**config.mk**
```make
export PLATFORM = sky130hd
export DESIGN_NAME = swap_tracker
export DESIGN_NICKNAME = d
export VERILOG_FILES = /design/src/rtl/swap_pkg.sv /design/src/rtl/swap_sat_cnt.sv /design/src/rtl/swap_tracker.sv
export SDC_FILE = /design/constraint.sdc
export NUM_CORES = 1
export LEC_CHECK = 0
export BUFFER_PORTS_ARGS = -buffer_cell sky130_fd_sc_hd__clkbuf_2
export CAP_MARGIN = 20
export CELL_PAD_IN_SITES_DETAIL_PLACEMENT = 0
export CELL_PAD_IN_SITES_GLOBAL_PLACEMENT = 1
export CORE_MARGIN = 2
export CORE_UTILIZATION = 40
export CTS_CLUSTER_DIAMETER = 100
export CTS_CLUSTER_SIZE = 12
export DETAILED_ROUTE_END_ITERATION = 10
export PLACE_DENSITY_LB_ADDON = 0.1
export SETUP_SLACK_MARGIN = 0.15
export SLEW_MARGIN = 20
export SYNTH_ARGS = -nofsm -noshare
export SYNTH_HDL_FRONTEND = slang
export SYNTH_SLANG_ARGS = --single-unit
```
**constraint.sdc**
```tcl
create_clock -name clk -period 4.3 [get_ports clk]
set_clock_uncertainty 0.05 [all_clocks]
set_input_delay 0.86 -clock clk [delete_from_list [all_inputs] [get_ports clk]]
set_output_delay 0.86 -clock clk [all_outputs]
set_load 0.01 [all_outputs]
```
**src/rtl/swap_pkg.sv**
```systemverilog
`default_nettype none
// ============================================================================
//  Module      : swap_pkg
//  Description : Shared types and default constants for the swap tracker.
//  Revision    : 1.0 - initial release
// ============================================================================
package swap_pkg;

  // Tracker FSM states, explicit 2-bit encoding
  typedef enum logic [1:0] {
    HUNT   = 2'd0,
    ACQ    = 2'd1,
    LOCKED = 2'd2
  } swap_state_e;

  // Consecutive consistent beats needed to declare lock
  localparam int LOCK_N_DEF = 4;

  // Width of the locked-mismatch counter
  localparam int CNT_W_DEF  = 8;

endpackage : swap_pkg
`default_nettype wire

```
**src/rtl/swap_sat_cnt.sv**
```systemverilog
`default_nettype none
// ============================================================================
//  Module      : swap_sat_cnt
//  Description : Saturating up-counter. A clear wins over the old value but
//                the increment of the same cycle is still honoured, so a
//                clear coincident with an increment leaves the count at one.
//  Revision    : 1.0 - initial release
// ============================================================================
module swap_sat_cnt
  import swap_pkg::*;
#(
  parameter int WIDTH = CNT_W_DEF
) (
  input  logic             clk,
  input  logic             rst_n,
  input  logic             clr_i,
  input  logic             inc_i,
  output logic [WIDTH-1:0] cnt_o
);

  localparam logic [WIDTH-1:0] c_max = {WIDTH{1'b1}};
  localparam logic [WIDTH-1:0] c_one = WIDTH'(1);

  logic [WIDTH-1:0] r_cnt;

  // Clear-then-increment counter that sticks at all-ones
  always_ff @(posedge clk or negedge rst_n) begin
    if (!rst_n) begin
      r_cnt <= '0;
    end else if (clr_i) begin
      r_cnt <= inc_i ? c_one : '0;
    end else if (inc_i && (r_cnt != c_max)) begin
      r_cnt <= r_cnt + c_one;
    end
  end

  assign cnt_o = r_cnt;

endmodule : swap_sat_cnt
`default_nettype wire

```
**src/rtl/swap_tracker.sv**
```systemverilog
`default_nettype none
// ============================================================================
//  Module      : swap_tracker
//  Description : Locks onto a source that alternates (A,B),(B,A),... on each
//                valid beat, recovers the seed pair, predicts the next pair
//                and counts mismatches seen while locked.
//  Revision    : 1.0 - initial release
// ============================================================================
module swap_tracker
  import swap_pkg::*;
#(
  parameter int LOCK_N = LOCK_N_DEF,
  parameter int CNT_W  = CNT_W_DEF
) (
  input  logic             clk,
  input  logic             rst_n,
  input  logic             vld_i,
  input  logic             a_i,
  input  logic             b_i,
  input  logic             clr_i,
  output logic             lock_o,
  output logic             seed_a_o,
  output logic             seed_b_o,
  output logic             phase_o,
  output logic             exp_a_o,
  output logic             exp_b_o,
  output logic             sym_o,
  output logic             err_o,
  output logic [CNT_W-1:0] err_cnt_o
);

  // Run counter is 4 bits wide, enough for the legal LOCK_N range
  localparam logic [3:0] c_lock_n = 4'(LOCK_N);
  localparam logic [3:0] c_run_1  = 4'd1;

  swap_state_e r_state;
  swap_state_e w_state_nxt;

  logic       r_seed_a, r_seed_b, r_phase;
  logic [3:0] r_run;
  logic       r_lock, r_exp_a, r_exp_b, r_sym, r_err;

  logic       w_seed_a_nxt, w_seed_b_nxt, w_phase_nxt;
  logic [3:0] w_run_nxt;
  logic       w_lock_nxt, w_exp_a_nxt, w_exp_b_nxt, w_sym_nxt, w_err_nxt;

  logic       w_exp_a, w_exp_b, w_match, w_lock_hit;
  logic [3:0] w_run_inc;

  // Prediction for the current beat: phase 0 expects the swapped seed
  assign w_exp_a    = r_phase ? r_seed_a : r_seed_b;
  assign w_exp_b    = r_phase ? r_seed_b : r_seed_a;
  assign w_match    = (a_i == w_exp_a) && (b_i == w_exp_b);
  assign w_run_inc  = r_run + c_run_1;
  assign w_lock_hit = (w_run_inc == c_lock_n);

  // State register; reset drops straight back to HUNT
  always_ff @(posedge clk or negedge rst_n) begin
    if (!rst_n) begin
      r_state <= HUNT;
    end else begin
      r_state <= w_state_nxt;
    end
  end

  // Next-state decision, advanced only by valid beats
  always_comb begin
    w_state_nxt = r_state;
    if (vld_i) begin
      case (r_state)
        HUNT:    w_state_nxt = ACQ;
        ACQ:     w_state_nxt = (w_match && w_lock_hit) ? LOCKED : ACQ;
        LOCKED:  w_state_nxt = w_match ? LOCKED : ACQ;
        default: w_state_nxt = HUNT;
      endcase
    end
  end

  // Datapath and output next values; a mismatch outside lock silently reseeds
  always_comb begin
    w_seed_a_nxt = r_seed_a;
    w_seed_b_nxt = r_seed_b;
    w_phase_nxt  = r_phase;
    w_run_nxt    = r_run;
    w_err_nxt    = 1'b0;
    if (vld_i) begin
      if ((r_state == HUNT) || !w_match) begin
        w_seed_a_nxt = a_i;
        w_seed_b_nxt = b_i;
        w_phase_nxt  = 1'b0;
        w_run_nxt    = c_run_1;
        w_err_nxt    = (r_state == LOCKED);
      end else begin
        w_phase_nxt = ~r_phase;
        if (r_state == ACQ) begin
          w_run_nxt = w_run_inc;
        end
      end
    end
    w_lock_nxt  = (w_state_nxt == LOCKED);
    w_sym_nxt   = w_lock_nxt && (w_seed_a_nxt == w_seed_b_nxt);
    w_exp_a_nxt = 1'b0;
    w_exp_b_nxt = 1'b0;
    if (w_state_nxt != HUNT) begin
      w_exp_a_nxt = w_phase_nxt ? w_seed_a_nxt : w_seed_b_nxt;
      w_exp_b_nxt = w_phase_nxt ? w_seed_b_nxt : w_seed_a_nxt;
    end
  end

  // Registered datapath and outputs
  always_ff @(posedge clk or negedge rst_n) begin
    if (!rst_n) begin
      r_seed_a <= 1'b0;
      r_seed_b <= 1'b0;
      r_phase  <= 1'b0;
      r_run    <= 4'd0;
      r_lock   <= 1'b0;
      r_exp_a  <= 1'b0;
      r_exp_b  <= 1'b0;
      r_sym    <= 1'b0;
      r_err    <= 1'b0;
    end else begin
      r_seed_a <= w_seed_a_nxt;
      r_seed_b <= w_seed_b_nxt;
      r_phase  <= w_phase_nxt;
      r_run    <= w_run_nxt;
      r_lock   <= w_lock_nxt;
      r_exp_a  <= w_exp_a_nxt;
      r_exp_b  <= w_exp_b_nxt;
      r_sym    <= w_sym_nxt;
      r_err    <= w_err_nxt;
    end
  end

  swap_sat_cnt #(
    .WIDTH (CNT_W)
  ) u_err_cnt (
    .clk   (clk),
    .rst_n (rst_n),
    .clr_i (clr_i),
    .inc_i (w_err_nxt),
    .cnt_o (err_cnt_o)
  );

  assign lock_o   = r_lock;
  assign seed_a_o = r_seed_a;
  assign seed_b_o = r_seed_b;
  assign phase_o  = r_phase;
  assign exp_a_o  = r_exp_a;
  assign exp_b_o  = r_exp_b;
  assign sym_o    = r_sym;
  assign err_o    = r_err;

endmodule : swap_tracker
`default_nettype wire

```
==> results.py <==
metrics = {
    "yosys": {
        "ys_ff_latch": 22,
        "ys_seq_area_frac": 0.407,
        "yosys_most_used_dff": "dfrtp_1",
        "synth_edf_count": 0,
        "synth_nets": 150,
        "yosysWarnings": 0,
        "syn_inst": 142,
        "netlist_area_sq_mm": 0.00135,
        "async_reset_ff_frac": 1.00,
        "synth_cell_types": 44,
        "avgSynthCellArea_sq_um": 9.52,
    },
    "route": {
        "drc_errors": 0,
        "drtIter0Drc": 57,
        "vias": 1185,
        "drt-total-wl_microns": 3070,
        "first_pass_iters": 4,
        "drtAntennaViolNets": 0,
        "wl_per_cell_microns": 15.0,
        "vias_per_cell": 5.81,
    },
    "power": {
        "p_leak_nw": 0.689,
        "irDropWorstVdd_mv": 0.164,
        "power_w": 0.000641,
        "p_per_area_mw_per_mm2": 421,
    },
    "cts": {
        "clock_latency_ns": 0.32,
        "tritoncts.num_buffers": 3,
        "cts.sink_count": 22,
        "clk_path_buf_depth": 2,
        "clkTransAtPathRegs_ns": 0.14,
        "hold_buffers": 0,
        "cts_setup_buffers": 0,
        "cts_tree": "built",
        "post_cts_resized": 0,
        "htree_levels": 1,
        "clockRootBuffer": "clkbuf_4",
    },
    "hold_path": {
        "min_path_type": "in -> async",
    },
    "floorplanning": {
        "die_area_sq_mm": 0.00386,
        "core-area_sq_mm": 0.00328,
        "die_y_microns": 62.2,
        "fp-row-count": 21,
        "initial_core_util": 0.412,
        "die_w_microns": 62.2,
        "io_pins": 22,
    },
    "worst_setup_path": {
        "critPathCaptureType": "flop",
        "cp_max_fo": 13,
        "worst_path_max_delay_cell": "or4_4",
        "crit_type": "in -> reg",
        "cp-start-kind": "input pin",
        "path_buf_inv": 1,
        "path_cells": "clkbuf_2 -> and4bb_2 -> o21a_1 -> or4_4 -> nor4b_2 -> mux2_2",
        "r2r_end": "u_err_cnt.cnt_o[7]",
        "slowest_delay_ns": 0.62,
        "arrival_ns": 2.76,
        "r2r_cells": 5,
        "required_ns": 4.48,
        "crit_family": "simple AND/OR/NAND/NOR gates",
        "reg2reg_from": "seed_b_o",
        "r2r_setup_slack_ns": 1.80,
    },
    "sta": {
        "period_share": 0.600,
        "slew_headroom": 0.498,
        "maxSlewViolCount": 0,
        "rsz0062_at_grt": "false",
        "hold_viol": 0,
        "tns_ns": 0,
        "max_freq_ghz": 0.388,
        "period_minus_slack_ns": 2.58,
        "finalSetupViolations": 0,
        "worst_pin_slew_ns": 0.750,
    },
    "global_routing": {
        "antenna_found_initial": 0,
        "grt-ovfl-total": 0,
        "grt_pass1_vias": 1063,
        "grt_first_pass_wirelength_microns": 5030,
        "grt_max_degree": 23,
        "met2_usage": 0.291,
        "grt_util_met1": 0.197,
        "grt_util_met3": 0.0199,
        "grt_usage": 0.161,
        "grt-busiest-layer": "met2",
    },
    "layout": {
        "final_cell_mix": "22 x dfrtp_1, 21 x clkbuf_2, 9 x nor2_1, 9 x a21oi_1, 8 x o21ai_0",
        "final_util": 0.464,
        "final_common_cell": "dfrtp_1",
        "diodes": 0,
        "final_nets": 167,
        "fin_cells": 204,
        "drive_above_1_share": 0.215,
        "area_growth_pct": 12.6,
    },
    "job": {
        "maxCapViolCount": 0,
    },
    "placement": {
        "port_buffers": 21,
        "gp_congestion": 0.813,
        "dp_hpwl_microns": 2200,
        "dpl.cell_count": 200,
    },
    "outcome": {
        "status": "finished, final reports clean",
    },
}
-- worst max path at each step --
| stage | start | endpoint | slack (ns) | depth (start not counted) |
|---|---|---|---|---|
| floorplan | a_i | u_err_cnt.cnt_o[7] | 1.56 | 6 |
| detailed placement | a_i | u_err_cnt.cnt_o[7] | 1.36 | 6 |
| CTS | a_i | u_err_cnt.cnt_o[7] | 1.71 | 6 |
| global route | a_i | u_err_cnt.cnt_o[7] | 1.64 | 6 |
| global placement | a_i | u_err_cnt.cnt_o[7] | 1.39 | 6 |
| finish | a_i | u_err_cnt.cnt_o[7] | 1.72 | 6 |
-- layer usage --
layer,vias to the layer above,part of all wire
met4,0,0.015
met3,5,0.029
met2,17,0.50
met5,-,0
li1,574,-
met1,589,0.46
-- layout make-up --
type                       instances  area [sq um]
fill                             312          1760
multi-input combinational        107           742
sequential                        22           551
timing repair buffer              21           105
tap                               46          57.6
clock inverter                     1          30.0
clock buffer                       3          22.5
inverter                           4          15.0
-- report_power, final --
group          internal (W)  switching [W]  total, W
Clock             0.0000943      0.0000733  0.000168
Combinational     0.0000861      0.0000964  0.000182
Sequential         0.000238      0.0000537  0.000291
-- cells by family (layout without fill, tap and decap cells) --
kind of cell	count (synthesis)	count (layout)	share of synthesized area
buf+inv	13	29	0.0444
compound gates	45	45	0.228
flops	22	22	0.407
fa+ha+maj	2	2	0.0185
simple gates	51	51	0.233
mux	7	7	0.0555
xor+xnor	2	2	0.0130
-- registers in the layout, summed over array words and instances, names as in the netlist --
register,count
err_o,1
exp_a_o,1
exp_b_o,1
lock_o,1
phase_o,1
r_run,4
r_state,2
seed_a_o,1
seed_b_o,1
sym_o,1
u_err_cnt.cnt_o,8
-- synth_stat cells, drive strengths merged, types with 4 or more instances --
library cell | instances | area share
dfrtp | 22 | 0.41
a21oi | 9 | 0.033
nor2 | 9 | 0.025
o21ai | 8 | 0.030
nand3 | 6 | 0.022
buf | 5 | 0.022
nand2 | 5 | 0.014
o2bb2ai | 5 | 0.032
o31ai | 5 | 0.028
or4 | 5 | 0.031
clkbuf | 4 | 0.011
inv | 4 | 0.011
mux2 | 4 | 0.033
nor3 | 4 | 0.015
-- metrics by stage --
stage                     instance area (sq um)  setup WS, ns  hold slack [ns]
final                                      1520          1.72            0.442
after global routing                       1520          1.64            0.480
after CTS                                  1520          1.71            0.461
after detailed placement                   1470          1.36            0.495
after global placement                     1470          1.39            0.465
after floorplan                            1350          1.56            0.429
No activity file was read; power rests on OpenSTA's default activity.
